--- src/rtl/mcpu_pkg.sv ---
// Multi-cycle MIPS control: shared encodings.
// State, opcode, funct, ALU and mux-select constants.
package mcpu_pkg;

  typedef enum logic [3:0] {
    S_IF       = 4'd0,
    S_ID       = 4'd1,
    S_MEM_ADDR = 4'd2,
    S_MEM_RD   = 4'd3,
    S_LW_WB    = 4'd4,
    S_MEM_WR   = 4'd5,
    S_R_EXE    = 4'd6,
    S_R_WB     = 4'd7,
    S_BEQ_EXE  = 4'd8,
    S_J_EXE    = 4'd9,
    S_I_EXE    = 4'd10,
    S_I_WB     = 4'd11
  } state_t;

  typedef enum logic [1:0] {
    AOP_ADD   = 2'd0,
    AOP_SUB   = 2'd1,
    AOP_FUNCT = 2'd2,
    AOP_IMM   = 2'd3
  } aluop_t;

  localparam logic [5:0] OP_RTYPE = 6'b000000;
  localparam logic [5:0] OP_LW    = 6'b100011;
  localparam logic [5:0] OP_SW    = 6'b101011;
  localparam logic [5:0] OP_BEQ   = 6'b000100;
  localparam logic [5:0] OP_J     = 6'b000010;
  localparam logic [5:0] OP_ADDI  = 6'b001000;
  localparam logic [5:0] OP_ANDI  = 6'b001100;
  localparam logic [5:0] OP_ORI   = 6'b001101;
  localparam logic [5:0] OP_SLTI  = 6'b001010;

  localparam logic [5:0] F_ADD = 6'b100000;
  localparam logic [5:0] F_SUB = 6'b100010;
  localparam logic [5:0] F_AND = 6'b100100;
  localparam logic [5:0] F_OR  = 6'b100101;
  localparam logic [5:0] F_XOR = 6'b100110;
  localparam logic [5:0] F_NOR = 6'b100111;
  localparam logic [5:0] F_SLT = 6'b101010;
  localparam logic [5:0] F_SRL = 6'b000010;

  localparam logic [2:0] ALU_AND = 3'b000;
  localparam logic [2:0] ALU_OR  = 3'b001;
  localparam logic [2:0] ALU_ADD = 3'b010;
  localparam logic [2:0] ALU_XOR = 3'b011;
  localparam logic [2:0] ALU_NOR = 3'b100;
  localparam logic [2:0] ALU_SRL = 3'b101;
  localparam logic [2:0] ALU_SUB = 3'b110;
  localparam logic [2:0] ALU_SLT = 3'b111;

  localparam logic [1:0] PCS_ALU  = 2'b00;
  localparam logic [1:0] PCS_OUT  = 2'b01;
  localparam logic [1:0] PCS_JUMP = 2'b10;

  localparam logic [1:0] SRCB_RT  = 2'b00;
  localparam logic [1:0] SRCB_4   = 2'b01;
  localparam logic [1:0] SRCB_IMM = 2'b10;
  localparam logic [1:0] SRCB_SL2 = 2'b11;

endpackage

--- src/rtl/mcpu_ctrl_if.sv ---
// Controller <-> datapath bundle.
// master = control unit, slave = datapath.
interface mcpu_ctrl_if;
  logic [31:0] Inst_in;
  logic        zero;
  logic        MIO_ready;
  logic        MemRead;
  logic        MemWrite;
  logic        IorD;
  logic        IRWrite;
  logic        PCWrite;
  logic        PCWriteCond;
  logic [1:0]  PCSource;
  logic        ALUSrcA;
  logic [1:0]  ALUSrcB;
  logic [2:0]  ALU_Control;
  logic        RegWrite;
  logic        RegDst;
  logic        MemtoReg;
  logic        CPU_MIO;
  logic [3:0]  state_out;

  modport master (
    input  Inst_in, zero, MIO_ready,
    output MemRead, MemWrite, IorD, IRWrite,
    output PCWrite, PCWriteCond, PCSource,
    output ALUSrcA, ALUSrcB, ALU_Control,
    output RegWrite, RegDst, MemtoReg,
    output CPU_MIO, state_out
  );

  modport slave (
    output Inst_in, zero, MIO_ready,
    input  MemRead, MemWrite, IorD, IRWrite,
    input  PCWrite, PCWriteCond, PCSource,
    input  ALUSrcA, ALUSrcB, ALU_Control,
    input  RegWrite, RegDst, MemtoReg,
    input  CPU_MIO, state_out
  );
endinterface

--- src/rtl/mcpu_ctrl_alu_decoder.sv ---
// ALUOp + funct/opcode -> ALU_Control.
// Unknown funct or opcode falls back to add.
module alu_decoder
  import mcpu_pkg::*;
(
  input  aluop_t     aluop,
  input  logic [5:0] funct,
  input  logic [5:0] op,
  output logic [2:0] alu_ctrl
);

  // pick the ALU operation for the current ALUOp class
  always_comb begin
    alu_ctrl = ALU_ADD;
    unique case (aluop)
      AOP_ADD: alu_ctrl = ALU_ADD;
      AOP_SUB: alu_ctrl = ALU_SUB;
      AOP_FUNCT: begin
        unique case (1'b1)
          funct == F_ADD: alu_ctrl = ALU_ADD;
          funct == F_SUB: alu_ctrl = ALU_SUB;
          funct == F_AND: alu_ctrl = ALU_AND;
          funct == F_OR:  alu_ctrl = ALU_OR;
          funct == F_XOR: alu_ctrl = ALU_XOR;
          funct == F_NOR: alu_ctrl = ALU_NOR;
          funct == F_SLT: alu_ctrl = ALU_SLT;
          funct == F_SRL: alu_ctrl = ALU_SRL;
          default:        alu_ctrl = ALU_ADD;
        endcase
      end
      AOP_IMM: begin
        unique case (1'b1)
          op == OP_ANDI: alu_ctrl = ALU_AND;
          op == OP_ORI:  alu_ctrl = ALU_OR;
          op == OP_SLTI: alu_ctrl = ALU_SLT;
          default:       alu_ctrl = ALU_ADD;
        endcase
      end
      default: alu_ctrl = ALU_ADD;
    endcase
  end

endmodule

--- src/rtl/mcpu_ctrl.sv ---
// Multi-cycle MIPS control unit (Moore FSM).
// MCTRL_MIO_WAIT_EN: IF/MEM_RD/MEM_WR stall on MIO_ready.
module mcpu_ctrl
  import mcpu_pkg::*;
(
  input logic        clk,
  input logic        rst,
  mcpu_ctrl_if.master bus
);

  state_t     state;
  state_t     state_nx;
  aluop_t     aluop;
  logic       alu_en;
  logic [2:0] dec_alu;
  logic [5:0] op;
  logic       mio_go;

  assign op = bus.Inst_in[31:26];

`ifdef MCTRL_MIO_WAIT_EN
  assign mio_go = bus.MIO_ready;
`else
  assign mio_go = 1'b1;
`endif

  alu_decoder u_alu_dec (
    .aluop    (aluop),
    .funct    (bus.Inst_in[5:0]),
    .op       (op),
    .alu_ctrl (dec_alu)
  );

  // state register, reset returns to fetch
  always_ff @(posedge clk or posedge rst) begin
    if (rst) state <= S_IF;
    else     state <= state_nx;
  end

  // next state and Moore outputs
  always_comb begin
    state_nx        = S_IF;
    aluop           = AOP_ADD;
    alu_en          = 1'b0;
    bus.MemRead     = 1'b0;
    bus.MemWrite    = 1'b0;
    bus.IorD        = 1'b0;
    bus.IRWrite     = 1'b0;
    bus.PCWrite     = 1'b0;
    bus.PCWriteCond = 1'b0;
    bus.PCSource    = PCS_ALU;
    bus.ALUSrcA     = 1'b0;
    bus.ALUSrcB     = SRCB_RT;
    bus.RegWrite    = 1'b0;
    bus.RegDst      = 1'b0;
    bus.MemtoReg    = 1'b0;
    unique case (state)
      S_IF: begin
        bus.MemRead = 1'b1;
        bus.IRWrite = mio_go;
        bus.PCWrite = mio_go;
        bus.ALUSrcB = SRCB_4;
        alu_en      = 1'b1;
        state_nx    = mio_go ? S_ID : S_IF;
      end
      S_ID: begin
        bus.ALUSrcB = SRCB_SL2;
        alu_en      = 1'b1;
        unique case (1'b1)
          op == OP_LW,
          op == OP_SW:    state_nx = S_MEM_ADDR;
          op == OP_RTYPE: state_nx = S_R_EXE;
          op == OP_BEQ:   state_nx = S_BEQ_EXE;
          op == OP_J:     state_nx = S_J_EXE;
          op == OP_ADDI,
          op == OP_ANDI,
          op == OP_ORI,
          op == OP_SLTI:  state_nx = S_I_EXE;
          default:        state_nx = S_IF;
        endcase
      end
      S_MEM_ADDR: begin
        bus.ALUSrcA = 1'b1;
        bus.ALUSrcB = SRCB_IMM;
        alu_en      = 1'b1;
        state_nx    = (op == OP_SW) ? S_MEM_WR : S_MEM_RD;
      end
      S_MEM_RD: begin
        bus.MemRead = 1'b1;
        bus.IorD    = 1'b1;
        state_nx    = mio_go ? S_LW_WB : S_MEM_RD;
      end
      S_LW_WB: begin
        bus.RegWrite = 1'b1;
        bus.MemtoReg = 1'b1;
        state_nx     = S_IF;
      end
      S_MEM_WR: begin
        bus.MemWrite = 1'b1;
        bus.IorD     = 1'b1;
        state_nx     = mio_go ? S_IF : S_MEM_WR;
      end
      S_R_EXE: begin
        bus.ALUSrcA = 1'b1;
        aluop       = AOP_FUNCT;
        alu_en      = 1'b1;
        state_nx    = S_R_WB;
      end
      S_R_WB: begin
        bus.RegWrite = 1'b1;
        bus.RegDst   = 1'b1;
        state_nx     = S_IF;
      end
      S_BEQ_EXE: begin
        bus.ALUSrcA     = 1'b1;
        bus.PCWriteCond = 1'b1;
        bus.PCSource    = PCS_OUT;
        aluop           = AOP_SUB;
        alu_en          = 1'b1;
        state_nx        = S_IF;
      end
      S_J_EXE: begin
        bus.PCWrite  = 1'b1;
        bus.PCSource = PCS_JUMP;
        state_nx     = S_IF;
      end
      S_I_EXE: begin
        bus.ALUSrcA = 1'b1;
        bus.ALUSrcB = SRCB_IMM;
        aluop       = AOP_IMM;
        alu_en      = 1'b1;
        state_nx    = S_I_WB;
      end
      S_I_WB: begin
        bus.RegWrite = 1'b1;
        state_nx     = S_IF;
      end
      default: state_nx = S_IF;
    endcase
    if (rst) begin
      bus.PCWrite     = 1'b0;
      bus.PCWriteCond = 1'b0;
      bus.IRWrite     = 1'b0;
      bus.RegWrite    = 1'b0;
      bus.MemWrite    = 1'b0;
    end
  end

  // derived outputs
  assign bus.ALU_Control = alu_en ? dec_alu : 3'b000;
  assign bus.CPU_MIO     = bus.MemRead | bus.MemWrite;
  assign bus.state_out   = state;

endmodule

--- src/flat_wrapper.sv ---
// flat-port wrapper written by rule: the top's interface ports become plain ports
module mcpu_ctrl_flat import mcpu_pkg::*;
  (clk, rst, bus_Inst_in, bus_zero, bus_MIO_ready, bus_MemRead, bus_MemWrite, bus_IorD, bus_IRWrite, bus_PCWrite, bus_PCWriteCond, bus_PCSource, bus_ALUSrcA, bus_ALUSrcB, bus_ALU_Control, bus_RegWrite, bus_RegDst, bus_MemtoReg, bus_CPU_MIO, bus_state_out);
  mcpu_ctrl_if bus_i ();
  input logic clk;
  input logic rst;
  input wire logic [$bits(bus_i.Inst_in)-1:0] bus_Inst_in;
  input wire logic [$bits(bus_i.zero)-1:0] bus_zero;
  input wire logic [$bits(bus_i.MIO_ready)-1:0] bus_MIO_ready;
  output wire logic [$bits(bus_i.MemRead)-1:0] bus_MemRead;
  output wire logic [$bits(bus_i.MemWrite)-1:0] bus_MemWrite;
  output wire logic [$bits(bus_i.IorD)-1:0] bus_IorD;
  output wire logic [$bits(bus_i.IRWrite)-1:0] bus_IRWrite;
  output wire logic [$bits(bus_i.PCWrite)-1:0] bus_PCWrite;
  output wire logic [$bits(bus_i.PCWriteCond)-1:0] bus_PCWriteCond;
  output wire logic [$bits(bus_i.PCSource)-1:0] bus_PCSource;
  output wire logic [$bits(bus_i.ALUSrcA)-1:0] bus_ALUSrcA;
  output wire logic [$bits(bus_i.ALUSrcB)-1:0] bus_ALUSrcB;
  output wire logic [$bits(bus_i.ALU_Control)-1:0] bus_ALU_Control;
  output wire logic [$bits(bus_i.RegWrite)-1:0] bus_RegWrite;
  output wire logic [$bits(bus_i.RegDst)-1:0] bus_RegDst;
  output wire logic [$bits(bus_i.MemtoReg)-1:0] bus_MemtoReg;
  output wire logic [$bits(bus_i.CPU_MIO)-1:0] bus_CPU_MIO;
  output wire logic [$bits(bus_i.state_out)-1:0] bus_state_out;
  assign bus_i.Inst_in = bus_Inst_in;
  assign bus_i.zero = bus_zero;
  assign bus_i.MIO_ready = bus_MIO_ready;
  assign bus_MemRead = bus_i.MemRead;
  assign bus_MemWrite = bus_i.MemWrite;
  assign bus_IorD = bus_i.IorD;
  assign bus_IRWrite = bus_i.IRWrite;
  assign bus_PCWrite = bus_i.PCWrite;
  assign bus_PCWriteCond = bus_i.PCWriteCond;
  assign bus_PCSource = bus_i.PCSource;
  assign bus_ALUSrcA = bus_i.ALUSrcA;
  assign bus_ALUSrcB = bus_i.ALUSrcB;
  assign bus_ALU_Control = bus_i.ALU_Control;
  assign bus_RegWrite = bus_i.RegWrite;
  assign bus_RegDst = bus_i.RegDst;
  assign bus_MemtoReg = bus_i.MemtoReg;
  assign bus_CPU_MIO = bus_i.CPU_MIO;
  assign bus_state_out = bus_i.state_out;
  mcpu_ctrl u_core (.clk(clk), .rst(rst), .bus(bus_i));
endmodule
--- config.mk ---
export PLATFORM = sky130hd
export DESIGN_NAME = mcpu_ctrl_flat
export DESIGN_NICKNAME = d
export VERILOG_FILES = /design/src/rtl/mcpu_pkg.sv /design/src/rtl/mcpu_ctrl_if.sv /design/src/rtl/mcpu_ctrl_alu_decoder.sv /design/src/rtl/mcpu_ctrl.sv /design/src/flat_wrapper.sv
export SDC_FILE = /design/constraint.sdc
export NUM_CORES = 1
export LEC_CHECK = 0
export ABC_CLOCK_PERIOD_IN_PS = 2029
export CORE_ASPECT_RATIO = 1.75
export CORE_MARGIN = 5
export CORE_UTILIZATION = 29
export DETAILED_ROUTE_END_ITERATION = 12
export PLACE_DENSITY = 0.76
export SLEW_MARGIN = 20
export SYNTH_ARGS = -nofsm -noshare
export SYNTH_HDL_FRONTEND = slang
export SYNTH_HIERARCHICAL = 1
export SYNTH_SLANG_ARGS = --single-unit
--- constraint.sdc ---
create_clock -name clk -period 2.03 [get_ports clk]
set_clock_uncertainty 0.2 [all_clocks]
set_input_delay 0.5075 -clock clk [delete_from_list [all_inputs] [get_ports clk]]
set_output_delay 0.5075 -clock clk [all_outputs]
set_load 0.005 [all_outputs]
## Yosys cells after proc, flatten, opt, wreduce, memory -nomap -nowiden

Cells that the tools add are included.

- Eq/ne operators: 29
- Multiplexer cells: 26
- Bitwise operators: 1
- Reduce and logical (&&, ||, !) cells: 12

Operators with widths:

| operator | number |
|---|---|
| $eq A6 B6 Y1 const B | 8 |
| $eq A6 B4 Y1 const B | 4 |
| $pmux W4 S6 | 1 |
| $pmux W3 S7 | 1 |
| $pmux W4 S5 | 1 |
| $eq A4 B3 Y1 const B | 4 |
| $eq A4 B4 Y1 const B | 4 |
| $mux W1 | 16 |
| $eq A6 B2 Y1 const B | 2 |
| $pmux W2 S3 | 2 |
| $pmux W3 S4 | 1 |
| $reduce_or A2 Y1 | 5 |
| $pmux W3 S3 | 1 |
| $eq A4 B2 Y1 const B | 2 |
| $reduce_or A4 Y1 | 2 |
| $eq A6 B3 Y1 const B | 1 |
| $logic_not A6 Y1 | 1 |
| $mux W3 | 2 |
| $reduce_or A6 Y1 | 1 |
| $eq A2 B2 Y1 const B | 2 |
| $eq A4 B1 Y1 const B | 1 |
| $logic_not A4 Y1 | 1 |
| $pmux W2 S2 | 1 |
| $reduce_or A3 Y1 | 1 |
| other kinds (3) | 3 |

- Bits in registers: 4
- Input bits: 36
- Logic and storage cells: 69

## Longest topological paths before layout

- Depth after elaboration: 5
- Mapped depth: 7
- Gate-level depth less buffers: 7

## Hierarchy

Netlist, hierarchy kept.

Modules (own cells, without submodules):

| module | instances | cells an instance | area each (µm²) |
|---|---|---|---|
| mcpu_ctrl | 1 | 77 | 498.0 |
| alu_decoder | 1 | 30 | 201.4 |

## Worst setup path before layout

OpenSTA, ideal clock, no wires.

- Kind: register to output
- From: register u_core.state[0] (netlist: u_core/bus.state_out[0])
- To: output bus_ALU_Control[0]
- Data arrival time: 1439 ps
- Slack: -116 ps
- Stages on the path, launching flop included: 8
- Buffers on the path: 1
- Path through: dfrtp_1 -> buf_2 -> nor2_1 -> nand4bb_1 -> a21oi_2 -> a211oi_1 -> nor3b_2 -> nor2b_1

- Longest elaborated chain between the ends: 5

RTL lines:

| element | line | text |
|---|---|---|
| from (decl) | mcpu_ctrl.sv:11 | `state_t state;` |
| from (signal assigned) | mcpu_ctrl.sv:37 | `else state <= state_nx;` |
| $eq A4 B4 Y1 / $eq A4 B3 Y1 (equally long branches) | mcpu_ctrl.sv:57 | `unique case (state)` |
| $pmux W2 S3 (*) | mcpu_ctrl.sv:57 |  |
| via u_core.aluop[0] | mcpu_ctrl.sv:13 | `aluop_t aluop;` |
| $eq A2 B2 Y1, or another cell as far along | mcpu_ctrl_alu_decoder.sv:15 | `unique case (aluop)` |
| $pmux W3 S4 (*) | mcpu_ctrl_alu_decoder.sv:15 |  |
| via u_core.dec_alu[0] | mcpu_ctrl.sv:15 | `logic [2:0] dec_alu;` |
| $mux W3 (*) | mcpu_ctrl.sv:150 | `assign bus.ALU_Control = alu_en ? dec_alu : 3'b000;` |
| to (decl) | flat_wrapper.sv:19 | `output wire logic [$bits(bus_i.ALU_Control)-1:0] bus_ALU_Control;` |

Mark *: on every way through the listed nets, which the timed path passes. The rest lies on a longest branch.

## Final worst setup path

- From: register u_core.state[2] (netlist: u_core/bus.state_out[2])
- To: output bus_ALU_Control[0]

The elaborated chain is that of the path after synthesis.

==> flow_results.org <==
** Outcome
- The run finished, with violations left.
- The checks that failed: negative setup slack.

** Cells and area
- The finished cells cover around 0.0018 mm².
- Final net count :: 230
- The layout has 159 filler cells.
- Compared with the post-synthesis result, the final layout area differs by 159.7%.
- The number of antenna diodes in the final layout is 0.
- Footprint of the multi-input gates :: ~860 µm²
- Fraction of layout instances using a drive strength above 1 :: 66.67%
- Cells fill 78.91% of the core in the end.
- FF+latch area :: between 100 and 150 µm²
- The register with the most flip-flops in the layout has 4 of them.

** Die
- The floorplan step defined a die boundary enclosing between 0.003 and 0.004 mm².
- Initial standard-cell utilization of the core :: 30.38%
- Die span in x :: between 40 and 50 µm
- The floorplan has 23 rows.
- Height of the die :: 74.97 µm
- Area of the core :: around 0.0023 mm²
- Count of boundary I/O pins :: just under 60

** Critical path
- Critical path launch point type :: register
- Slack of the worst reg-to-reg path :: between 0.15 and 0.2 ns
- On the critical path the largest part of the delay comes from simple AND/OR/NAND/NOR gates.
- CP endpoint kind :: output pin
- Largest stage delay on the critical path :: ~0.38 ns
- The critical path starts at u_core/bus.state_out[2].
- Kind of critical path :: register to output pin
- Reg-to-reg critical path startpoint :: u_core/bus.state_out[1]
- Together, buffers and inverters on the worst path number 1.
- Among all stages on the critical path, the largest delay is contributed by sky130_fd_sc_hd__dfrtp_1.
- Along the worst path, the maximum fanout reaches 2.
- Worst path cell trace :: nand2b_4 > nor2_4 > nand4bb_4 > a21oi_4 > a21oi_2 > nor3b_2 > nor2b_2 > buf_2
- Data arrives at the worst endpoint at between 1.5 and 2 ns.
- Req. time, crit path :: 1.32 ns

** Flow run
- Count of max-cap constraint violations :: 0

** Global route
- Number of antenna violations at the first check in global routing :: 0
- Global routing consumed, over all layers together, between 20 and 25% of the routing resources.
- GRT overflow :: 0
- Entering global routing, the biggest net connects 11 pins.
- The via count of the first global-routing pass is between 1000 and 1500.
- The first global-routing pass estimated just under 6000 µm of wire.

** Detailed routing
- Detailed-route wire length :: ~3900 µm
- The first detailed-routing pass took 4 iterations.
- Antenna Nets Post-Route :: 0
- Post-detailed-route DRC marker count :: 0
- Across all layers, the routed design uses 1293 vias.
- Average routed wire per standard cell :: roughly 18 µm
- For this block, the initial DRC count from the detailed router was 33.
- Using the TritonRoute via totals, the vias-per-cell ratio works out to 5.959.

** Synth
- The synthesized design contains 0 enable-type register cells.
- In the synthesized netlist the async set-or-reset flop fraction comes to 100.0%.
- For this run, the register share of the synthesized area comes to approximately 14%.
- Area of the mapped netlist :: around 700 µm²
- Syn_area_per_cell :: between 6 and 7 µm²
- Most used flip-flop cell after synthesis :: sky130_fd_sc_hd__dfrtp_1
- Warnings, synthesis :: 6
- Netlist cell types :: 35
- Counting every instance in the synthesized netlist gives between 100 and 150.
- When the netlist entered floorplanning its net count stood at roughly 140.
- Total of flip-flops plus latches after synthesis :: 4

** STA
- Slew Viols, Final :: 0
- Tightest slew margin relative to the limit :: between 70% and 80%
- Setup repair after global routing could not meet its margin everywhere.
- The worst path in the final design needs a cycle of about 2.4 ns, including I/O delays and setup.
- Fraction of the cycle the final worst path needs :: 120.2%
- The final-report hold violation count came to 0.
- Final-report setup violation count :: 14
- For the pin with the worst max-slew slack, the measured transition is roughly 0.33 ns.
- Upper clock frequency limit :: about 400 MHz
- Worst hold slack :: ~0.20 ns
- Final worst setup slack :: -0.4095 ns

** Pwr
- Total design power :: 1.586 mW
- Leakage power summed over all cells :: approximately 0.8 nW
- Maximum resistive drop on vdd :: ~400 µV
- Cell Pwr Density :: just under 900 mW/mm²

** Placement
- Detailed placement ended at an HPWL of between 2000 and 2500 µm.
- Final GP Congestion :: around 0.9
- Port Buf Inserts :: 35
- Post-DP Area :: 0.001321 mm²

** Clock network
- Clock tree from TritonCTS :: done
- Cell at the root of the clock tree :: sky130_fd_sc_hd__clkbuf_8
- Clk pin slew, worst setup/hold paths :: around 0.040 ns
- Number of hold buffers added after cts :: 0
- Clock sink count :: 4
- In this run, CTS created clock tree buffers numbering 3.
- H-tree level count :: 1
- For the worst-skew pair, the clock arrives at the later sink with an insertion delay of around 0.23 ns.
- CTS Buffer Depth :: 2

** Min path
- Class of the tightest hold or removal check :: primary input to async pin
==> cell families after synthesis <==
logic type | after synthesis | synth area share (%)
and+or+nand+nor | 58 | 46.87
buffers and inverters | 11 | 6.797
AOI/OAI and AO/OA | 32 | 29.52
xor gates and xnor gates | 2 | 2.505
DFF | 4 | 14.31
==> layer usage <==
| metal | vias up | share of wire [%] | routed length [µm] | track usage, % |
|---|---|---|---|---|
| li1 | 572 | - | - | - |
| met1 | 615 | 32 | 1275 | 21.56 |
| met2 | 81 | 56 | 2192 | 40.85 |
| met3 | 25 | 7.1 | 279 | 4.067 |
| met4 | 0 | 5.1 | 202 | 14.15 |
| met5 | - | 0 | 0 | 0 |
==> cells in the mapped netlist, drive strengths merged, types with 3 or more instances <==
cell    instances  share of area (%)
buf             5                3.6
nand4b          3                3.8
a211oi          3                3.2
nand4           3                2.7
nand2b          5                4.5
nor2b           4                3.6
nand2           8                4.3
nor4            3                2.7
o31ai           3                3.2
nor3            8                5.7
inv             6                3.2
o21ai           7                5.0
nor2           13                7.0
o22ai           3                2.7
dfrtp           4                 14
a21oi          11                8.4
==> worst paths after layout <==
check | endpoint | depth (start not counted)
min in group clk | u_core/bus.state_out[0] | 3
max reg2reg | u_core/bus.state_out[1] | 9
min | u_core/bus.state_out[0] | 3
min reg2reg | u_core/bus.state_out[0] | 3
max | bus_ALU_Control[0] | 8
max in group asynchronous | u_core/bus.state_out[3] | 3
==> worst reg2reg max path, cell delays in order (launching register included) <==
cell                       delay [ns]
sky130_fd_sc_hd__dfrtp_1         0.38
sky130_fd_sc_hd__buf_6           0.14
sky130_fd_sc_hd__buf_6           0.13
sky130_fd_sc_hd__nand2b_4        0.14
sky130_fd_sc_hd__buf_6           0.12
sky130_fd_sc_hd__buf_4           0.12
sky130_fd_sc_hd__buf_4           0.13
sky130_fd_sc_hd__nor2_1          0.12
sky130_fd_sc_hd__o21ai_1         0.09
sky130_fd_sc_hd__o22ai_1         0.21
==> final cells by class <==
class	count	area share, %
well taps	25	1.722
multi-input cells	92	47.31
inverters	6	1.377
clock buffers	3	2.273
repair buffers	87	41.80
flip-flops and latches	4	5.510
==> placed cells by master, fill, tap and decap left out, types with 4 or more instances in the layout <==
cell type and count:
sky130_fd_sc_hd__a21oi_1 5, sky130_fd_sc_hd__a21oi_2 4, sky130_fd_sc_hd__buf_2 15, sky130_fd_sc_hd__buf_4 28, sky130_fd_sc_hd__buf_6 26, sky130_fd_sc_hd__clkbuf_2 4, sky130_fd_sc_hd__dfrtp_1 4, sky130_fd_sc_hd__dlygate4sd2_1 5
sky130_fd_sc_hd__nand2_1 6, sky130_fd_sc_hd__nand2b_4 4, sky130_fd_sc_hd__nor2_1 8, sky130_fd_sc_hd__nor2_4 5, sky130_fd_sc_hd__nor3_2 4, sky130_fd_sc_hd__o21ai_1 6
==> stage by stage <==
step | cells | setup WS, ns | TNS, ns
after floorplan | 107 | -0.07643 | -0.09363
after CTS | 215 | -0.4034 | -2.096
final | 217 | -0.4095 | -2.136
after detailed placement | 195 | -1.122 | -7.575
after global placement | 195 | -1.064 | -7.223
after global routing | 217 | -0.5047 | -3.082
==> power breakdown <==
| group | switching (mW) | internal, mW | leakage [nW] |
|---|---|---|---|
| sequential | 0.0150 | 0.101 | 0.0530 |
| combinational | 0.574 | 0.717 | 0.710 |
| clock | 0.0517 | 0.127 | 0.0216 |
| total | 0.641 | 0.945 | 0.784 |
==> timing repair <==
action,CTS,global route
endpoints found under the hold margin,0,0
resized for setup,148,47
setup buffers,17,6
pin swaps,21,14
setup endpoints to repair,18,17
(Power assumes the default switching activity.)
